--- config.mk ---
export PLATFORM = sky130hd
export DESIGN_NAME = shift_seq
export DESIGN_NICKNAME = d
export VERILOG_FILES = /design/src/rtl/shift_seq_pkg.sv /design/src/rtl/shift_step.sv /design/src/rtl/shift_seq.sv
export SDC_FILE = /design/constraint.sdc
export NUM_CORES = 1
export LEC_CHECK = 0
export CAP_MARGIN = 20
export CORE_ASPECT_RATIO = 1.1
export CORE_MARGIN = 4
export CORE_UTILIZATION = 40
export DETAILED_ROUTE_END_ITERATION = 10
export GPL_ROUTABILITY_DRIVEN = 1
export SYNTH_ARGS = -nofsm -noshare
export SYNTH_HDL_FRONTEND = slang
export SYNTH_SLANG_ARGS = --single-unit
--- constraint.sdc ---
create_clock -name clk -period 6.12 [get_ports clk]
set_clock_uncertainty 0.1 [all_clocks]
set_input_delay 1.53 -clock clk [delete_from_list [all_inputs] [get_ports clk]]
set_output_delay 1.53 -clock clk [all_outputs]
set_load 0.02 [all_outputs]
--- src/rtl/shift_seq_pkg.sv ---
// Shared definitions for the shift sequencer.
//   D_WIDTH         default datapath width
//   SH_*            shift opcodes carried on the op port
//   ST_*            sequencer state encodings
package shift_seq_pkg;

  localparam int D_WIDTH = 32;

  localparam logic [1:0] SH_SLL  = 2'b00;
  localparam logic [1:0] SH_SRL  = 2'b01;
  localparam logic [1:0] SH_SRA  = 2'b10;
  localparam logic [1:0] SH_PASS = 2'b11;

  localparam logic [1:0] ST_IDLE  = 2'd0;
  localparam logic [1:0] ST_SHIFT = 2'd1;
  localparam logic [1:0] ST_DONE  = 2'd2;

endpackage

--- src/rtl/shift_step.sv ---
// One combinational shift step of 0..MAX_STEP bits.
//   op      shift type (SLL / SRL / SRA / pass-through)
//   amount  bits to shift this step, 0..MAX_STEP
//   data    value to shift
//   result  data shifted once by amount
module shift_step
  import shift_seq_pkg::*;
#(
  parameter int DW       = D_WIDTH,
  parameter int MAX_STEP = 4,
  parameter int KW       = $clog2(MAX_STEP) + 1
) (
  input  logic [1:0]    op,
  input  logic [KW-1:0] amount,
  input  logic [DW-1:0] data,
  output logic [DW-1:0] result
);

  always_comb begin
    result = data;
    case (op)
      SH_SLL:  result = data << amount;
      SH_SRL:  result = data >> amount;
      SH_SRA:  result = $signed(data) >>> amount;
      default: result = data;
    endcase
  end

endmodule

--- src/rtl/shift_seq.sv ---
// Multi-cycle shift sequencer for SLL/SRL/SRA. A request is accepted with
// start while idle or done, then shifted MAX_STEP bits (or fewer) per clock.
// Completion is flagged with a one-cycle done pulse and the result on d_out.
//   clk    system clock, rising edge
//   rst    asynchronous active-high reset
//   start  request strobe, honoured in IDLE or DONE only
//   op     shift type: 00 SLL, 01 SRL, 10 SRA, 11 pass-through
//   shamt  shift amount 0..31
//   d_in   operand
//   busy   high while shifting
//   done   one-cycle completion pulse, d_out valid
//   d_out  result register
module shift_seq
  import shift_seq_pkg::*;
#(
  parameter int DW       = D_WIDTH,
  parameter int MAX_STEP = 4
) (
  input  logic          clk,
  input  logic          rst,
  input  logic          start,
  input  logic [1:0]    op,
  input  logic [4:0]    shamt,
  input  logic [DW-1:0] d_in,
  output logic          busy,
  output logic          done,
  output logic [DW-1:0] d_out
);

  localparam int KW = $clog2(MAX_STEP) + 1;

  logic [1:0]    state;
  logic [1:0]    op_q;
  logic [4:0]    rem;
  logic [DW-1:0] acc;

  logic [4:0]    shamt_sat;
  logic [KW-1:0] step_k;
  logic [4:0]    rem_next;
  logic [DW-1:0] step_q;
  logic          accept;

  // Narrow datapaths cap the amount at DW so the result is fully shifted out.
  always_comb begin
    shamt_sat = shamt;
    if ((DW < 32) && (int'(shamt) > DW))
      shamt_sat = 5'(DW);
  end

  always_comb begin
    if (int'(rem) > MAX_STEP)
      step_k = KW'(MAX_STEP);
    else
      step_k = KW'(rem);
    rem_next = rem - 5'(step_k);
  end

  shift_step #(
    .DW       (DW),
    .MAX_STEP (MAX_STEP),
    .KW       (KW)
  ) u_step (
    .op     (op_q),
    .amount (step_k),
    .data   (acc),
    .result (step_q)
  );

  assign accept = start && (state != ST_SHIFT);
  assign busy   = (state == ST_SHIFT);
  assign done   = (state == ST_DONE);

  always_ff @(posedge clk or posedge rst) begin
    if (rst) begin
      state <= ST_IDLE;
      op_q  <= SH_SLL;
      rem   <= '0;
      acc   <= '0;
      d_out <= '0;
    end else if (accept) begin
      op_q <= op;
      rem  <= shamt_sat;
      acc  <= d_in;
      if ((shamt_sat == 5'd0) || (op == SH_PASS)) begin
        d_out <= d_in;
        state <= ST_DONE;
      end else begin
        state <= ST_SHIFT;
      end
    end else begin
      case (state)
        ST_SHIFT: begin
          acc <= step_q;
          rem <= rem_next;
          if (rem_next == 5'd0) begin
            d_out <= step_q;
            state <= ST_DONE;
          end
        end
        ST_DONE: state <= ST_IDLE;
        default: state <= ST_IDLE;
      endcase
    end
  end

endmodule

==> summary.md <==
| Metric | Value |
|---|---|
| Max_cap viols | `0` |
| Number of synthesized flops with an enable pin | `0` |
| DR vias | `6486` |
| Die area | `17700 sq um` |
| Post_cts resized | `0` |
| Initial antenna violation count | `0` |
| Crit path to | `acc[2]$_DFFE_PP0P_` |
| Netlist Area Pre-Place | `6230 sq um` |
| Asr flop ratio synth | `100%` |
| Yosys warning count | `0` |
| Antenna Violating Nets Remaining | `0` |
| Crit path required time | `6.23 ns` |
| Post-Syn Nets | `812` |
| CTS Sinks | `73` |
| Fmax | `232 MHz` |
| R2r setup slk | `2.43 ns` |
| Clock-pin slew on the worst setup and hold paths | `0.06 ns` |
| Core area | `15200 sq um` |
| Largest net degree at the start of global routing | `48` |
| Number of cells produced by synthesis | `769` |
| Hold WC Path Type | `reg2reg` |
| #FFs+latches synth | `73` |
| Maximum vdd drop | `0.545 mV` |
| Total GRT Usage | `26.2%` |
| RSZ-0062 raised after global routing | `no` |
| Total overflow reported by the global router | `0` |
| FF+latch area | `1830 sq um` |
| Synth Area per Inst | `8.11 sq um` |
| Hold Slack | `0.378 ns` |
| DR iter-0 viols | `748` |
| CP Capture Type | `flop` |
| Seq/Total Area, Yosys | `29.3%` |
| DP HPWL | `14900 um` |
| Status | `finished clean` |
| Hold Buf Count CTS | `0` |
| Slew @ Worst Pin | `1.08 ns` |
| IO buf count | `75` |
| Final Hold Fails | `0` |
| Crit-path max FO | `38` |
| CTS tree | `built` |
| Final nets | `816` |
| Max-slew violation count | `0` |
| Most numerous cell in the Yosys netlist | `nand2_1` |
| Drt wl/cell | `23.8 um` |
| Initial Utilization | `41.1%` |
| I/O pin cnt | `76` |
| FF-to-FF Start | `rem[2]$_DFFE_PP0P_` |
| Skew-Pair Late Insertion Delay | `0.36 ns` |
| Synth top area cells | `dfrtp_1, mux2i_1, mux4_2` |
| Critical Path Source Type | `input pin` |
| Crit share post-route | `70.5%` |
| Leakage Power | `2.86 nW` |
| H-tree depth | `3` |
| Critical path startpoint | `start` |
| CP Class | `in2reg` |
| Share of the synthesized area in the top cell type | `29.3%` |
| Num CTS Buffers | `9` |
| Root buf cell | `clkbuf_16` |
| Yosys top cell by area | `dfrtp_1` |
| Most instantiated cells after synthesis | `nand2_1, o21ai_0, dfrtp_1` |
| Max clock buf depth | `2` |
| Die Height | `139 um` |
| Setup TNS | `0 ns` |
| Fin crit period | `4.32 ns` |
| Gp weighted congestion | `0.941` |
| Routed wire length | `23200 um` |
| Die Wd | `127 um` |
| Ys flop type | `dfrtp_1` |
| N_diodes | `0` |
| Worst r2r dst | `d_out[24]$_DFFE_PP0P_` |
| TritonRoute pass-1 iters | `5` |
| Vias/cell | `6.66` |
| Post CTS Setup Buffer Count | `0` |
| Vias in the first global route | `6339` |
| Setup violators final | `0` |
| Power per Cell Area | `669 nW/um^2` |
| Worst reg2reg path depth | `10` |
| First-pass GRT wire length | `36800 um` |
| Multi-input logic area | `3920 sq um` |
| Row cnt | `47` |
| Post-synth cell types | `70` |
| Fill count | `1491` |
| CP Data Arrival Time | `4.42 ns` |
| DRC | `0` |
| Max-slew headroom | `28.3%` |
| Share of cells above drive strength 1 | `9.90%` |
| Syn-to-layout area delta | `16.6%` |
==> power by group <==
part	switching [mW]	total (mW)	internal, mW
Clock	0.232	0.644	0.412
Combinational	1.76	3.02	1.26
Sequential	0.476	1.20	0.726
==> critical path: stages <==
cell             delay, ns
clkdlybuf4s50_1       0.82
inv_1                 0.73
nor2_2                0.10
buf_4                 0.32
a221oi_1              0.30
o31ai_1               0.12
o32ai_1               0.37
o21ai_0               0.12
==> layer usage <==
| metal | share of wire, % | up-vias | global-route usage, % |
|---|---|---|---|
| met3 | 8.7 | 54 | 5.39 |
| met2 | 46 | 358 | 39.4 |
| met1 | 42 | 3181 | 35.9 |
| met4 | 3.2 | 0 | 12.2 |
| met5 | 0 | - | 0 |
| li1 | - | 2893 | - |
==> cells in the final DEF, fill, tap and decap left out, types with 11 or more instances in the layout <==
| master | instances |
|---|---|
| dfrtp_1 | 73 |
| a31oi_1 | 24 |
| nand3_1 | 13 |
| nor2_1 | 47 |
| o22ai_1 | 21 |
| o21ai_0 | 77 |
| mux2i_1 | 48 |
| a221oi_1 | 11 |
| a21oi_1 | 54 |
| clkdlybuf4s50_1 | 75 |
| nand2_1 | 102 |
| buf_4 | 18 |
| nor3_1 | 11 |
| o211ai_1 | 19 |
| mux4_2 | 18 |
==> layout make-up <==
class                   count  area share (%)
flip-flops and latches     73            25.1
clock buffers              10            3.29
clock inverters             6            1.55
repair buffers             93            12.2
well taps                 196            3.37
inverters                  11           0.568
multi-input cells         585            53.9
==> state kept, by name, indices dropped and copies added (netlist names) <==
signal / cells
d_out: 32
acc: 32
rem: 5
state: 2
op_q: 2
==> metrics by stage <==
step	cell area, sq um	power (mW)	worst slack, ns	cells	utilization, %
6_report	7270	4.86	1.80	974	47.9
5_1_grt	7270	5.18	1.65	974	47.9
4_1_cts	7270	4.81	1.93	974	47.9
3_5_place_dp	6920	4.15	1.55	958	45.6
3_3_place_gp	6920	4.09	1.66	958	45.6
2_1_floorplan	6230	3.24	2.61	769	-
==> cell families (layout without fill, tap and decap cells) <==
| group | count (synthesis) | after routing | synth area share (%) |
|---|---|---|---|
| compound gates | 300 | 300 | 31.5 |
| xor+xnor | 2 | 2 | 0.281 |
| fa+ha+maj | 1 | 1 | 0.201 |
| buf+inv | 111 | 120 | 7.85 |
| flops | 73 | 73 | 29.3 |
| mux | 72 | 72 | 15.4 |
| other cells | 1 | 1 | 0.0601 |
| simple gates | 209 | 209 | 15.5 |
==> worst min-delay path by stage <==
stage | start | endpoint | slack (ns) | depth (start not counted)
floorplan | acc[2]$_DFFE_PP0P_ | acc[2]$_DFFE_PP0P_ | 0.46 | 3
global placement | d_out[18]$_DFFE_PP0P_ | d_out[18]$_DFFE_PP0P_ | 0.36 | 2
detailed placement | d_out[2]$_DFFE_PP0P_ | d_out[2]$_DFFE_PP0P_ | 0.37 | 2
CTS | d_out[20]$_DFFE_PP0P_ | d_out[20]$_DFFE_PP0P_ | 0.38 | 2
global route | d_out[21]$_DFFE_PP0P_ | d_out[21]$_DFFE_PP0P_ | 0.40 | 2
finish | d_out[15]$_DFFE_PP0P_ | d_out[15]$_DFFE_PP0P_ | 0.38 | 2
Power figures use the tool's default switching activity.
